[config.mk]
export PLATFORM = sky130hd
export DESIGN_NAME = two_input_or
export DESIGN_NICKNAME = d
export VERILOG_FILES = /design/src/rtl/two_input_or_pkg.sv /design/src/rtl/two_input_or_stuck_at_mux.sv /design/src/rtl/two_input_or.sv
export SDC_FILE = /design/constraint.sdc
export NUM_CORES = 1
export LEC_CHECK = 0
export CAP_MARGIN = 20
export CORE_MARGIN = 3
export CORE_UTILIZATION = 53
export CTS_CLUSTER_SIZE = 25
export DETAILED_ROUTE_END_ITERATION = 12
export MAX_ROUTING_LAYER = met4
export PLACE_DENSITY = 0.84
export SYNTH_ARGS = -nofsm -noshare
export SYNTH_HDL_FRONTEND = slang
export SYNTH_SLANG_ARGS = --single-unit
[constraint.sdc]
create_clock -name clk -period 5.71 [get_ports clk]
set_clock_uncertainty 0.05 [all_clocks]
set_input_delay 0.8565 -clock clk [delete_from_list [all_inputs] [get_ports clk]]
set_output_delay 0.8565 -clock clk [all_outputs]
set_load 0.01 [all_outputs]
[src/rtl/two_input_or_pkg.sv]
// Shared constants for the two-input OR fault-modelling leaf: diagnosis codes,
// per-pattern mismatch weights, BIST FSM state encoding and fault line indices.
package two_input_or_pkg;

   // Diagnosis codes latched into diag_code
   localparam logic [2:0] ALL_OK         = 3'd0;
   localparam logic [2:0] SA1_SOME_LINE  = 3'd1;
   localparam logic [2:0] B_SA0          = 3'd2;
   localparam logic [2:0] A_SA0          = 3'd3;
   localparam logic [2:0] MULTI_OR_Z_SA0 = 3'd4;

   // Weight added when the pattern (a,b) sees a wrong Z
   localparam logic [2:0] W00 = 3'd1;
   localparam logic [2:0] W01 = 3'd2;
   localparam logic [2:0] W10 = 3'd3;
   localparam logic [2:0] W11 = 3'd4;

   // BIST FSM states
   typedef logic [2:0] state_t;
   localparam state_t ST_IDLE = 3'd0;
   localparam state_t ST_P00  = 3'd1;
   localparam state_t ST_P01  = 3'd2;
   localparam state_t ST_P10  = 3'd3;
   localparam state_t ST_P11  = 3'd4;
   localparam state_t ST_DIAG = 3'd5;

   // Bit positions in inj_mask / inj_val
   localparam int LINE_A = 0;
   localparam int LINE_B = 1;
   localparam int LINE_Z = 2;

endpackage

[src/rtl/two_input_or_stuck_at_mux.sv]
// Stuck-at fault injector for one line: passes the signal through unless the
// line's mask bit is set, in which case the stuck value replaces it.
module stuck_at_mux (
   input  logic in,
   input  logic mask,
   input  logic val,
   output logic out
);

   // Fault override has priority over the live signal
   always_comb out = mask ? val : in;

endmodule

[src/rtl/two_input_or.sv]
// Two-input OR with stuck-at fault injection on A, B and Z, a weighted mismatch
// score, a score-to-diagnosis decoder and a 4-pattern built-in self-test.
module two_input_or
   import two_input_or_pkg::*;
#(
   parameter int SCORE_W = 4
) (
   input  logic               clk,
   input  logic               rst,
   input  logic               A,
   input  logic               B,
   output logic               Z,
   input  logic [2:0]         inj_mask,
   input  logic [2:0]         inj_val,
   input  logic               chk_valid,
   input  logic               chk_clear,
   input  logic               diag_req,
   input  logic               bist_start,
   output logic               bist_busy,
   output logic               fault_flag,
   output logic [SCORE_W-1:0] fault_score,
   output logic [2:0]         diag_code,
   output logic               diag_valid
);

   localparam logic [SCORE_W:0] SCORE_MAX = {1'b0, {SCORE_W{1'b1}}};

   state_t             state;
   logic               a, b, a_f, b_f, z_ideal, z_core;
   logic               idle, pat_state, do_chk, mismatch;
   logic [2:0]         weight;
   logic [SCORE_W:0]   sum;
   logic [SCORE_W-1:0] score_add, score_nxt;
   logic [2:0]         diag_nxt;

   // Ideal operands come from the pins in IDLE, from the BIST pattern otherwise
   always_comb begin
      idle      = (state == ST_IDLE);
      pat_state = (state == ST_P00) || (state == ST_P01) ||
                  (state == ST_P10) || (state == ST_P11);
      a = A;
      b = B;
      unique case (state)
         ST_P00:  begin a = 1'b0; b = 1'b0; end
         ST_P01:  begin a = 1'b0; b = 1'b1; end
         ST_P10:  begin a = 1'b1; b = 1'b0; end
         ST_P11:  begin a = 1'b1; b = 1'b1; end
         ST_DIAG: begin a = 1'b0; b = 1'b0; end
         default: ;
      endcase
      z_ideal = a | b;
   end

   stuck_at_mux u_mux_a (.in(a),         .mask(inj_mask[LINE_A]), .val(inj_val[LINE_A]), .out(a_f));
   stuck_at_mux u_mux_b (.in(b),         .mask(inj_mask[LINE_B]), .val(inj_val[LINE_B]), .out(b_f));
   always_comb z_core = a_f | b_f;
   stuck_at_mux u_mux_z (.in(z_core),    .mask(inj_mask[LINE_Z]), .val(inj_val[LINE_Z]), .out(Z));

   // Mismatch detection, weighted saturating accumulation and diagnosis decode
   always_comb begin
      do_chk   = pat_state || (idle && chk_valid && !chk_clear);
      mismatch = do_chk && (Z != z_ideal);
      unique case ({a, b})
         2'b00:   weight = W00;
         2'b01:   weight = W01;
         2'b10:   weight = W10;
         default: weight = W11;
      endcase
      sum       = {1'b0, fault_score} + {{(SCORE_W-2){1'b0}}, weight};
      score_add = (sum > SCORE_MAX) ? SCORE_MAX[SCORE_W-1:0] : sum[SCORE_W-1:0];
      if (idle && chk_clear) score_nxt = '0;
      else if (mismatch)     score_nxt = score_add;
      else                   score_nxt = fault_score;
      if (score_nxt == SCORE_W'(0))      diag_nxt = ALL_OK;
      else if (score_nxt == SCORE_W'(1)) diag_nxt = SA1_SOME_LINE;
      else if (score_nxt == SCORE_W'(2)) diag_nxt = B_SA0;
      else if (score_nxt == SCORE_W'(3)) diag_nxt = A_SA0;
      else                               diag_nxt = MULTI_OR_Z_SA0;
   end

   always_comb bist_busy = !idle;

   // State, score, flag and diagnosis registers; BIST walks one pattern per cycle
   always_ff @(posedge clk) begin
      if (rst) begin
         state       <= ST_IDLE;
         fault_score <= '0;
         fault_flag  <= 1'b0;
         diag_code   <= ALL_OK;
         diag_valid  <= 1'b0;
      end else begin
         unique case (state)
            ST_IDLE: begin
               if (bist_start) begin
                  fault_score <= '0;
                  fault_flag  <= 1'b0;
                  diag_valid  <= 1'b0;
                  state       <= ST_P00;
               end else begin
                  fault_score <= score_nxt;
                  if (chk_clear)     fault_flag <= 1'b0;
                  else if (mismatch) fault_flag <= 1'b1;
                  if (diag_req) begin
                     diag_code  <= diag_nxt;
                     diag_valid <= 1'b1;
                  end else if (score_nxt != fault_score) begin
                     diag_valid <= 1'b0;
                  end
               end
            end
            ST_P00, ST_P01, ST_P10, ST_P11: begin
               fault_score <= score_nxt;
               if (mismatch) fault_flag <= 1'b1;
               if (score_nxt != fault_score) diag_valid <= 1'b0;
               state <= state + 3'd1;
            end
            ST_DIAG: begin
               diag_code  <= diag_nxt;
               diag_valid <= 1'b1;
               state      <= ST_IDLE;
            end
            default: state <= ST_IDLE;
         endcase
      end
   end

endmodule

Yosys cells after proc, flatten, opt, wreduce, memory -nomap -nowiden
Cells that the tools add are included.
{ "word_totals": {"register_bits": 12, "inputBits": 14, "out_inout_bits": 11, "word_cells": 75} }
{ "classes": {"addsub": 2, "n_lt_le_gt_ge": 1, "n_eq_ne": 15, "mux": 28, "bitwise_logic": 2, "reduce_logical": 22} }
{ "ops": {"columns": ["operator", "n"], "rows": [
  ["$mux 3", 7],
  ["$mux 4", 4],
  ["$pmux 3 s2", 2],
  ["$mux 1", 9],
  ["$pmux 3 s3", 1],
  ["$eq 4x2->1 const B", 2],
  ["$pmux 4 s2", 1],
  ["$eq 3x2->1 const B", 2],
  ["$eq 3x3->1 const B", 2],
  ["$ne 2x2->1 const B", 3],
  ["$pmux 1 s2", 3],
  ["$reduce_or 3->1", 2],
  ["$add 4x3->5", 1],
  ["$gt 5x4->1 const B", 1],
  ["$eq 4x1->1 const B", 1],
  ["$logic_and 1x1->1", 4],
  ["$logic_not 4->1", 1],
  ["$logic_or 1x1->1", 4],
  ["$ne 4x4->1", 1],
  ["$reduce_bool 2->1", 2],
  ["$reduce_or 2->1", 2],
  ["$reduce_or 4->1", 1],
  ["$add 3x1->3 const B", 1],
  ["$eq 3x1->1 const B", 1],
  ["other kinds (10)", 12]
]} }

Logic depth before layout (Yosys ltp)
Gate-level depths: netlist of the first run.
{ "logic_depth": {"depth_word": 18, "depth_mapped": 14, "ltp_nobuf": 13} }

Cells and area by module
A second synthesis of the first run with hierarchy kept.
{ "hier_totals": {"hier_cells": 130, "hier_area_um2": 1054.8} }
{ "modules_own_cells": {"columns": ["module", "n_inst", "cells_per_inst", "area_per_inst_um2", "seq_area_each_um2"], "rows": [
  ["two_input_or", 1, 127, 1009.7, 240.2],
  ["stuck_at_mux", 3, 1, 15.0, 0.0]
]} }

Worst setup path after synthesis of the first run
OpenSTA, ideal clock, no wires.
{ "synth_path": {"kind": "input port to flip-flop", "from": "input port A", "to": "register diag_code[1]", "setup_time_ns": 0.091, "arrival_time_ns": 3.103, "required_ns": 5.569, "slack_ns": 2.466, "stages": 10, "path_buffers": 0, "cell_sequence": "nor3b_1 o22a_2 inv_1 ha_1 fa_1 xor2_1 nor2_1 nand2_1 or4_1 a311oi_1"} }
{ "synth_via": {"elab_chain_cells": 16, "word_cells_on_any_way": 27, "classes_between": "add/sub: 1; order compare: 1; eq/ne: 6; mux: 14; bitwise: 2; reduce/logical: 3"} }
{ "synth_rtl": {"columns": ["element", "line", "text"], "rows": [
  ["from (decl)", "two_input_or.sv:10", "input logic A,"],
  ["$pmux 1 s2 (*)", "two_input_or.sv:43", "unique case (state)"],
  ["$eq 2x2->1 (tied with other cells)", "two_input_or.sv:63", "unique case ({a, b})"],
  ["$pmux 3 s3 or $or 1x1->1 (tied branches)", "two_input_or.sv:63, two_input_or.sv:56", null],
  ["$add 4x3->5 or $mux 1 (tied branches)", "two_input_or.sv:69, two_input_or_stuck_at_mux.sv:11", null],
  ["$gt 5x4->1 or $ne 1x1->1 (tied branches)", "two_input_or.sv:70, two_input_or.sv:62", null],
  ["$mux 4 or $logic_and 1x1->1 (tied branches)", "two_input_or.sv:70, two_input_or.sv:62", null],
  ["$mux 4 (*)", "two_input_or.sv:72", "else if (mismatch) score_nxt = score_add;"],
  ["$mux 4 (*)", "two_input_or.sv:71", "if (idle && chk_clear) score_nxt = '0;"],
  ["$eq 4x2->1", "two_input_or.sv:77", "else if (score_nxt == SCORE_W'(3)) diag_nxt = A_SA0;"],
  ["$mux 3", "two_input_or.sv:77", null],
  ["$mux 3", "two_input_or.sv:76", "else if (score_nxt == SCORE_W'(2)) diag_nxt = B_SA0;"],
  ["$mux 3", "two_input_or.sv:75", "else if (score_nxt == SCORE_W'(1)) diag_nxt = SA1_SOME_LINE;"],
  ["$mux 3 (*)", "two_input_or.sv:74", "if (score_nxt == SCORE_W'(0)) diag_nxt = ALL_OK;"],
  ["$mux 3", "two_input_or.sv:103", "if (diag_req) begin"],
  ["$mux 3", "two_input_or.sv:94", "if (bist_start) begin"],
  ["$pmux 3 s2 (*)", "two_input_or.sv:92", "unique case (state)"],
  ["to (signal assigned)", "two_input_or.sv:104", "diag_code <= diag_nxt;"],
  ["to (signal assigned)", "two_input_or.sv:118", "diag_code <= diag_nxt;"],
  ["to (decl)", "two_input_or.sv:22", "output logic [2:0] diag_code,"]
]} }
Mark *: on every way between the ends. The rest lies on a longest branch, timed or not. The select of a mux whose other input is x is not followed.
A chain may end at the register's enable or synchronous reset.

Final worst setup path of the first run
{ "layout_path": {"from": "input port A", "to": "register diag_valid"} }
{ "layout_via": {"elab_chain_cells": 13, "word_cells_on_any_way": 21, "classes_between": "add/sub: 1; order compare: 1; eq/ne: 4; mux: 11; bitwise: 2; reduce/logical: 2"} }
{ "layout_rtl": {"columns": ["element", "line", "text"], "rows": [
  ["$pmux 1 s2 (*)", "two_input_or.sv:43", null],
  ["$eq 2x2->1 (tied with other cells)", "two_input_or.sv:63", null],
  ["$pmux 3 s3 or $or 1x1->1 (tied branches)", "two_input_or.sv:63, two_input_or.sv:56", null],
  ["$add 4x3->5 or $mux 1 (tied branches)", "two_input_or.sv:69, two_input_or_stuck_at_mux.sv:11", null],
  ["$gt 5x4->1 or $ne 1x1->1 (tied branches)", "two_input_or.sv:70, two_input_or.sv:62", null],
  ["$mux 4 or $logic_and 1x1->1 (tied branches)", "two_input_or.sv:70, two_input_or.sv:62", null],
  ["$mux 4 (*)", "two_input_or.sv:72", null],
  ["$mux 4 (*)", "two_input_or.sv:71", null],
  ["$ne 4x4->1 (*)", "two_input_or.sv:106, two_input_or.sv:114", null],
  ["$mux 1 (*)", null, null],
  ["$mux 1 (2 in series)", null, null],
  ["$pmux 1 s3 (*)", null, null],
  ["to (signal assigned)", "two_input_or.sv:90", "diag_valid <= 1'b0;"],
  ["to (signal assigned)", "two_input_or.sv:97", "diag_valid <= 1'b0;"],
  ["to (signal assigned)", "two_input_or.sv:105", "diag_valid <= 1'b1;"],
  ["to (decl)", "two_input_or.sv:23", "output logic diag_valid"]
]} }
Mark *: on every way between the ends. The rest lies on a longest branch, timed or not.

==> qor.yml, run 1 <==
run_status: "finished clean"
max_incr_delay_on_cp_ps: 490
relSlewSlack_pct: 45.3
path_cells: "clkdlybuf4s50_1 -> nor3b_1 -> o22a_2 -> inv_1 -> ha_1 -> fa_1 -> and3_2 -> a211oi_1 -> o22ai_1 -> o21ai_0 -> a41oi_1 -> o22ai_1"
post_synth_xor_area_fraction_pct: 0.811
num_rows: 15
ys.flop_type: "dfxtp_1"
drt-pass1-iter-count: 5
grt_first_pass_wirelength_mm: 4.94
max_freq_mhz: 265
clockRootBuffer: "clkbuf_4"
clock_path_buffers: 2
power.static_leakage_uw: 0.000539
critPathLaunchType: "input pin"
yosysWarningCount: 0
final_hold_viol_count: 0
die_area_sq_mm: 0.00261
power_switching_uw: 94.8
cpLargestDelayFamily: "compound AO/OA/AOI/OAI gates"
stdcell_area_sq_mm: 0.00136
final_core_utilization_pct: 74.5
rsz_0062_raised_after_global_routing: "false"
postSynthNetCount: 155
timing.setup.tns_ps: 0
cts-hold-fix-buffers: 0
drv_cap: 0
antenna_cells_inserted: 0
syn_area_sq_mm: 0.00108
post_cts_resized: 0
power.density_cell_area_mw_per_mm2: 202
leading_cell_type_in_the_layout_fill_and_taps_excluded: "clkdlybuf4s50_1"
placed_cell_area_sq_mm: 0.00132
core-area_sq_mm: 0.00182
final_antenna_net_count: 0
postSynthRegisterBits: 12
crit_fanout: 5
dp_hpwl_mm: 2.11
place.port_buffers: 24
tritoncts_clock_tree: "yes"
hold_path.class: "reg2reg"
comb_power_share_pct: 40.0
cts.reportedPaths.clkPinSlew_ps: 80
netlist_instances: 130
synth-seq-area-share_pct: 22.2
path_common_cell: "o22ai_1"
grt_overflow_total: 0
groute.usage.overall_pct: 25.1
largest_family_of_logic_cells_by_synthesized_area: "compound AO/OA/AOI/OAI gates"
power.share.clock_pct: 25.7
synth.distinct_cells: 52
cp.arrival_ps: 3930
num-fill-cells: 144
critical_path_buf_inv_count: 2
worst_ep_required_time_ps: 5870
critical-path-slowest-cell: "a211oi_1"
area_share_of_fa_ha_maj_cells_after_synthesis_pct: 13.4
start_util_pct: 59.3
cts.repair_timing.setup_buffer_count: 0
synth-simple-area-share_pct: 23.6
source_to_sink_clock_delay_at_the_later_pin_of_the_worst_skew_pair_ps: 280
seq_power_share_pct: 34.3
preCtsSetupSlack_ps: 1700
timing.final.crit_period_ps: 3770
synth-edff-count: 0
ratio_of_cells_with_drive_above_1_in_the_final_layout_pct: 12.3
final_critical_path_setup_slack_ps: 1940
multi_input_gate_area_in_the_final_layout_sq_um: 756
synth_compound_area_share_pct: 31.2
final_min_period_over_clock_period_pct: 66.0
viasPerCell: 6.26
syn_to_final_growth_pct: 25.6
timing.final.setup_violations: 0
switching_share_of_total_power_pct: 34.7
synth-async-reset-ratio_pct: 0
die_extent_in_y_um: 51.1
detail_route.iter0.violations: 56
finish.net_count: 180
grt_start_max_net_pins: 17
p_int_uw: 178
ctsHtreeMaxLevel: 1
dr_total_vias: 1120
post-route-drc-count: 0
via_count_of_the_first_global_routing_pass: 1095
number_of_clock_buffers_inserted_by_tritoncts: 3
postRouteWirelength_mm: 2.85
end_kind: "flip-flop"
worst_slew_pin_slew_ps: 797
synthesis.area_per_instance_sq_um: 8.31
wire_per_inst_um: 15.9
clock-sinks: 12
setup.worst_path.class: "in2reg"
yosys-mux-area-fraction_pct: 0.927
dieWidth_um: 51.1
antenna_found_initial: 0
power.ir.vdd_worst_v: 0.000198
maxSlewViolCount: 0
layout_common_cells: "24 x clkdlybuf4s50_1, 14 x inv_1, 12 x dfxtp_1"
io_pins: 25
ff_latch_area_sq_um: 240
weighted_congestion_at_the_end_of_routability_driven_global_placement: 0.887
[layout make-up]
| type | instances | area share, % |
|---|---|---|
| clock buffer | 4 | 2.68 |
| inverter | 14 | 3.87 |
| multi-input combinational | 100 | 55.7 |
| sequential | 12 | 17.7 |
| tap | 25 | 2.31 |
| timing repair buffer | 24 | 17.7 |
[synthesized netlist by cell type (2+ instances only)]
cell       n  share of area, %
or3_1      3               1.7
dfxtp_1   12                22
a22oi_1    3               2.1
or2_1      2               1.2
o21a_1     2               1.4
nand4_1    2               1.2
or4_1      2               1.4
a211oi_1   2               1.4
o32ai_1    4               3.2
nor3b_1    2               1.4
and2b_2    2               1.6
nor2_1     9               3.1
nand2_1    4               1.4
o22ai_1    5               2.9
nand4b_1   2               1.6
and2_2     2               1.4
a21o_1     2               1.4
a311oi_1   2               1.6
ha_1      10                12
a21oi_1    9               4.2
inv_1     14               4.9
o21ai_0    5               2.3
[per-layer routing]
layer	track usage (%)	up-vias	wire length (um)	share of wire (%)
met4	7.62	0	38	1.3
li1	-	546	-	-
met5	-	-	0	0
met3	4.08	5	255	8.9
met2	41.0	68	1350	47
met1	31.7	501	1210	42
[registers in the layout, indices dropped and copies added (netlist names)]
signal and flops:
fault_score 4, diag_code 3, state 3, diag_valid 1, fault_flag 1
[worst min-delay path, cell delays in order (launching register included)]
cell and delay (ps):
dfxtp_1 320, inv_1 50, o32ai_1 80
[through the flow]
step                total power [uW]  hold slack (ps)  std cells
finish                           273              437        179
global route                     289              471        179
CTS                              272              441        179
detailed placement               202              416        175
global placement                 199              406        175
floorplan                        167              447        130
[cells by family (layout without fill, tap and decap cells)]
family / count (synthesis) / count (layout)
AO/OA/AOI/OAI: 46 / 46
AND/OR/NAND/NOR: 41 / 41
buffers and inverters: 18 / 42
flip-flops: 12 / 12
adder cells (fa/ha/maj): 11 / 11
XOR/XNOR: 1 / 1
multiplexers: 1 / 1
[final timing paths]
| path | from | end | slack (ps) | cells after the start |
|---|---|---|---|---|
| max | A | diag_valid | 1940 | 12 |
| min | diag_code[2] | diag_code[2] | 440 | 2 |
| max reg2reg | state[1] | diag_valid | 2230 | 13 |
| min reg2reg | diag_code[2] | diag_code[2] | 440 | 2 |
[power by group through the flow]
stage	Combinational, uW	Sequential, uW	Clock [uW]
2_1_floorplan	71.0	95.8	0
3_3_place_gp	104	95.0	0
3_5_place_dp	106	95.3	0
4_1_cts	108	93.5	70.1
5_1_grt	120	94.5	74.5
6_report	109	93.7	70.2
Power figures use the tool's default switching activity.
==> inputs of run 2 (changes only) <==
--- a/config.mk
+++ b/config.mk
@@ -7,11 +7,11 @@
 export LEC_CHECK = 0
 export CAP_MARGIN = 20
 export CORE_MARGIN = 3
-export CORE_UTILIZATION = 53
+export CORE_UTILIZATION = 49
 export CTS_CLUSTER_SIZE = 25
 export DETAILED_ROUTE_END_ITERATION = 12
 export MAX_ROUTING_LAYER = met4
-export PLACE_DENSITY = 0.84
+export PLACE_DENSITY = 0.78
 export SYNTH_ARGS = -nofsm -noshare
 export SYNTH_HDL_FRONTEND = slang
 export SYNTH_SLANG_ARGS = --single-unit
==> constraint.sdc (replaced) <==
create_clock -name clk -period 3.8 [get_ports clk]
set_clock_uncertainty 0.05 [all_clocks]
set_input_delay 0.57 -clock clk [delete_from_list [all_inputs] [get_ports clk]]
set_output_delay 0.57 -clock clk [all_outputs]
set_load 0.01 [all_outputs]
==> qor.yml, run 2 (synthesis gave the netlist of run 1 again) <==
globalRouteMet3Util_pct: 3.66  # -0.42 points
timing.final.setup_violations: 0  # unchanged
grt_overflow_total: 0  # unchanged
antenna_found_initial: 0  # unchanged
r2r-start: "state[0]"
grt_first_pass_wirelength_mm: 4.48  # -9.4%
finish.net_count: 182  # +1.1%
rr_endpoint: "diag_code[1]"
drt-pass1-iter-count: 4  # -1
cts.repair_timing.setup_buffer_count: 0  # unchanged
critical_path_buf_inv_count: 2  # unchanged
hold_critical_path_endpoint: "fault_flag"
syn_to_final_growth_pct: 27.2
tritoncts_clock_tree: "yes"
met1_usage_pct: 27.3  # -4.5 points
path_cells: "clkdlybuf4s50_1 -> nor3b_1 -> o22a_2 -> inv_1 -> ha_1 -> fa_1 -> xor2_1 -> nor2_1 -> nand2_1 -> or4_1 -> a311oi_1"
reg2reg_setup_slack_ps: 440  # -1790 ps
layout_common_cells: "24 x clkdlybuf4s50_1, 14 x inv_1, 12 x dfxtp_1"
clock-sinks: 12  # unchanged
number_of_placed_instances_with_taps_included: 179  # +2.3%
viasPerCell: 6.09  # -2.7%
antenna_cells_inserted: 0  # unchanged
setup.worst_path.class: "in2reg"
hold_path.class: "reg2reg"
weighted_congestion_at_the_end_of_routability_driven_global_placement: 0.908  # +2.4%
power.static_leakage_uw: 0.000548  # +1.8%
maxSlewViolCount: 0  # unchanged
timing.final.crit_period_ps: 3390
min_from: "fault_flag"
post_cts_resized: 0  # unchanged
source_to_sink_clock_delay_at_the_later_pin_of_the_worst_skew_pair_ps: 290  # about the same
critPathLaunchType: "input pin"
clockRootBuffer: "clkbuf_4"
groute.usage.overall_pct: 22.4  # -2.7 points
via_count_of_the_first_global_routing_pass: 1062  # -3.0%
max_incr_delay_on_cp_ps: 490  # about the same
ratio_of_cells_with_drive_above_1_in_the_final_layout_pct: 13.5  # +1.1 points
num_rows: 16  # +1
rsz_0062_raised_after_global_routing: "false"
start_util_pct: 53.4  # -5.9 points
power.ir.vdd_worst_v: 0.000237  # +20%
wire_per_inst_um: 14.8  # -7.1%
timing.setup.tns_ps: 0  # unchanged
critical-path-slowest-cell: "clkdlybuf4s50_1"
cts.reportedPaths.clkPinSlew_ps: 80  # about the same
critPathLaunch: "A"
cpLargestDelayFamily: "simple AND/OR/NAND/NOR gates"
core-area_sq_mm: 0.00202  # +11%
cts-hold-fix-buffers: 0  # unchanged
number_of_clock_buffers_inserted_by_tritoncts: 3  # unchanged
grt_start_max_net_pins: 17  # unchanged
final_min_period_over_clock_period_pct: 89.2
crit_fanout: 5  # unchanged
leading_cell_type_in_the_layout_fill_and_taps_excluded: "clkdlybuf4s50_1"
post-route-drc-count: 0  # unchanged
end_kind: "flip-flop"
preCtsSetupSlack_ps: 111  # -1590 ps
max_freq_mhz: 295
biggestRegsByFlops: "fault_score: 4 flops, diag_code: 3 flops, state: 3 flops"
drv_cap: 0  # unchanged
clock_path_buffers: 2  # unchanged
place.port_buffers: 24  # unchanged
worst_slew_pin_slew_ps: 757  # -40.0 ps
detail_route.iter0.violations: 29  # -48%
fin_worst_hold_slack_ps: 432  # -5.00 ps
met2_usage_pct: 35.5  # -5.4 points
largest-register: "fault_score"
io_pins: 25  # unchanged
final_antenna_net_count: 0  # unchanged
dp_hpwl_mm: 2.04  # -3.5%
largest_register_ffs: 4  # unchanged
die_area_sq_mm: 0.00280  # +7.2%
ctsHtreeMaxLevel: 1  # unchanged
dieWidth_um: 52.9  # +3.5%
min_delay_path_depth: 1  # -1
final_hold_viol_count: 0  # unchanged
power.density_cell_area_mw_per_mm2: 305  # +51%
postRouteWirelength_mm: 2.71  # -5.0%
global_route.peak_usage_layer: "met2"
instances_no_fill: 183  # +2.2%
worst_ep_required_time_ps: 3940  # -1930 ps
reg2regPathDepth: 12  # -1
die_extent_in_y_um: 52.9  # +3.5%
cp.arrival_ps: 3530  # -400 ps
run_status: "finished clean"
dr_total_vias: 1114  # -0.54%
relSlewSlack_pct: 48.1  # +2.7 points
final_critical_path_setup_slack_ps: 412  # -1530 ps
run 2: changes by cell type in the layout (fill, tap and decap cells not counted):
cell,change
buf_4,+2
run 2: cell type report:
class | count | area [sq um]
clock buffers | 4 | 36.3
fillers | 174 | 648
inverters | 14 | 52.6
multi-input cells | 100 | 756
flip-flops and latches | 12 | 240
well taps | 27 | 33.8
repair buffers | 26 | 255
run 2: worst max-delay path by stage:
stage / endpoint / slack (ps) / cells past startpoint
2_1_floorplan: diag_code[1] / 750 / 12
3_3_place_gp: diag_code[1] / 240 / 11
3_5_place_dp: diag_code[0] / 110 / 11
4_1_cts: diag_code[1] / 400 / 11
5_1_grt: diag_code[1] / 170 / 11
6_report: diag_code[1] / 410 / 11
run 2: where the power goes:
part	total [uW]	internal, uW	switching, uW
registers	140	133	7.52
clock network	109	58.5	50.7
logic	169	82.5	86.4
total	419	274	145
run 2: through the flow:
step           power (uW)  utilization (%)  cell area (sq um)
2_1_floorplan         251                -               1080
4_1_cts               418             67.9               1370
5_1_grt               444             67.9               1370
6_report              419             67.9               1370
3_5_place_dp          310             66.2               1340
3_3_place_gp          306             66.2               1340
run 2: routing by layer:
metal,part of all wire [%],wire [um]
met1,46,1250
met2,46,1250
met3,5.5,149
met4,2.1,57
met5,0,0
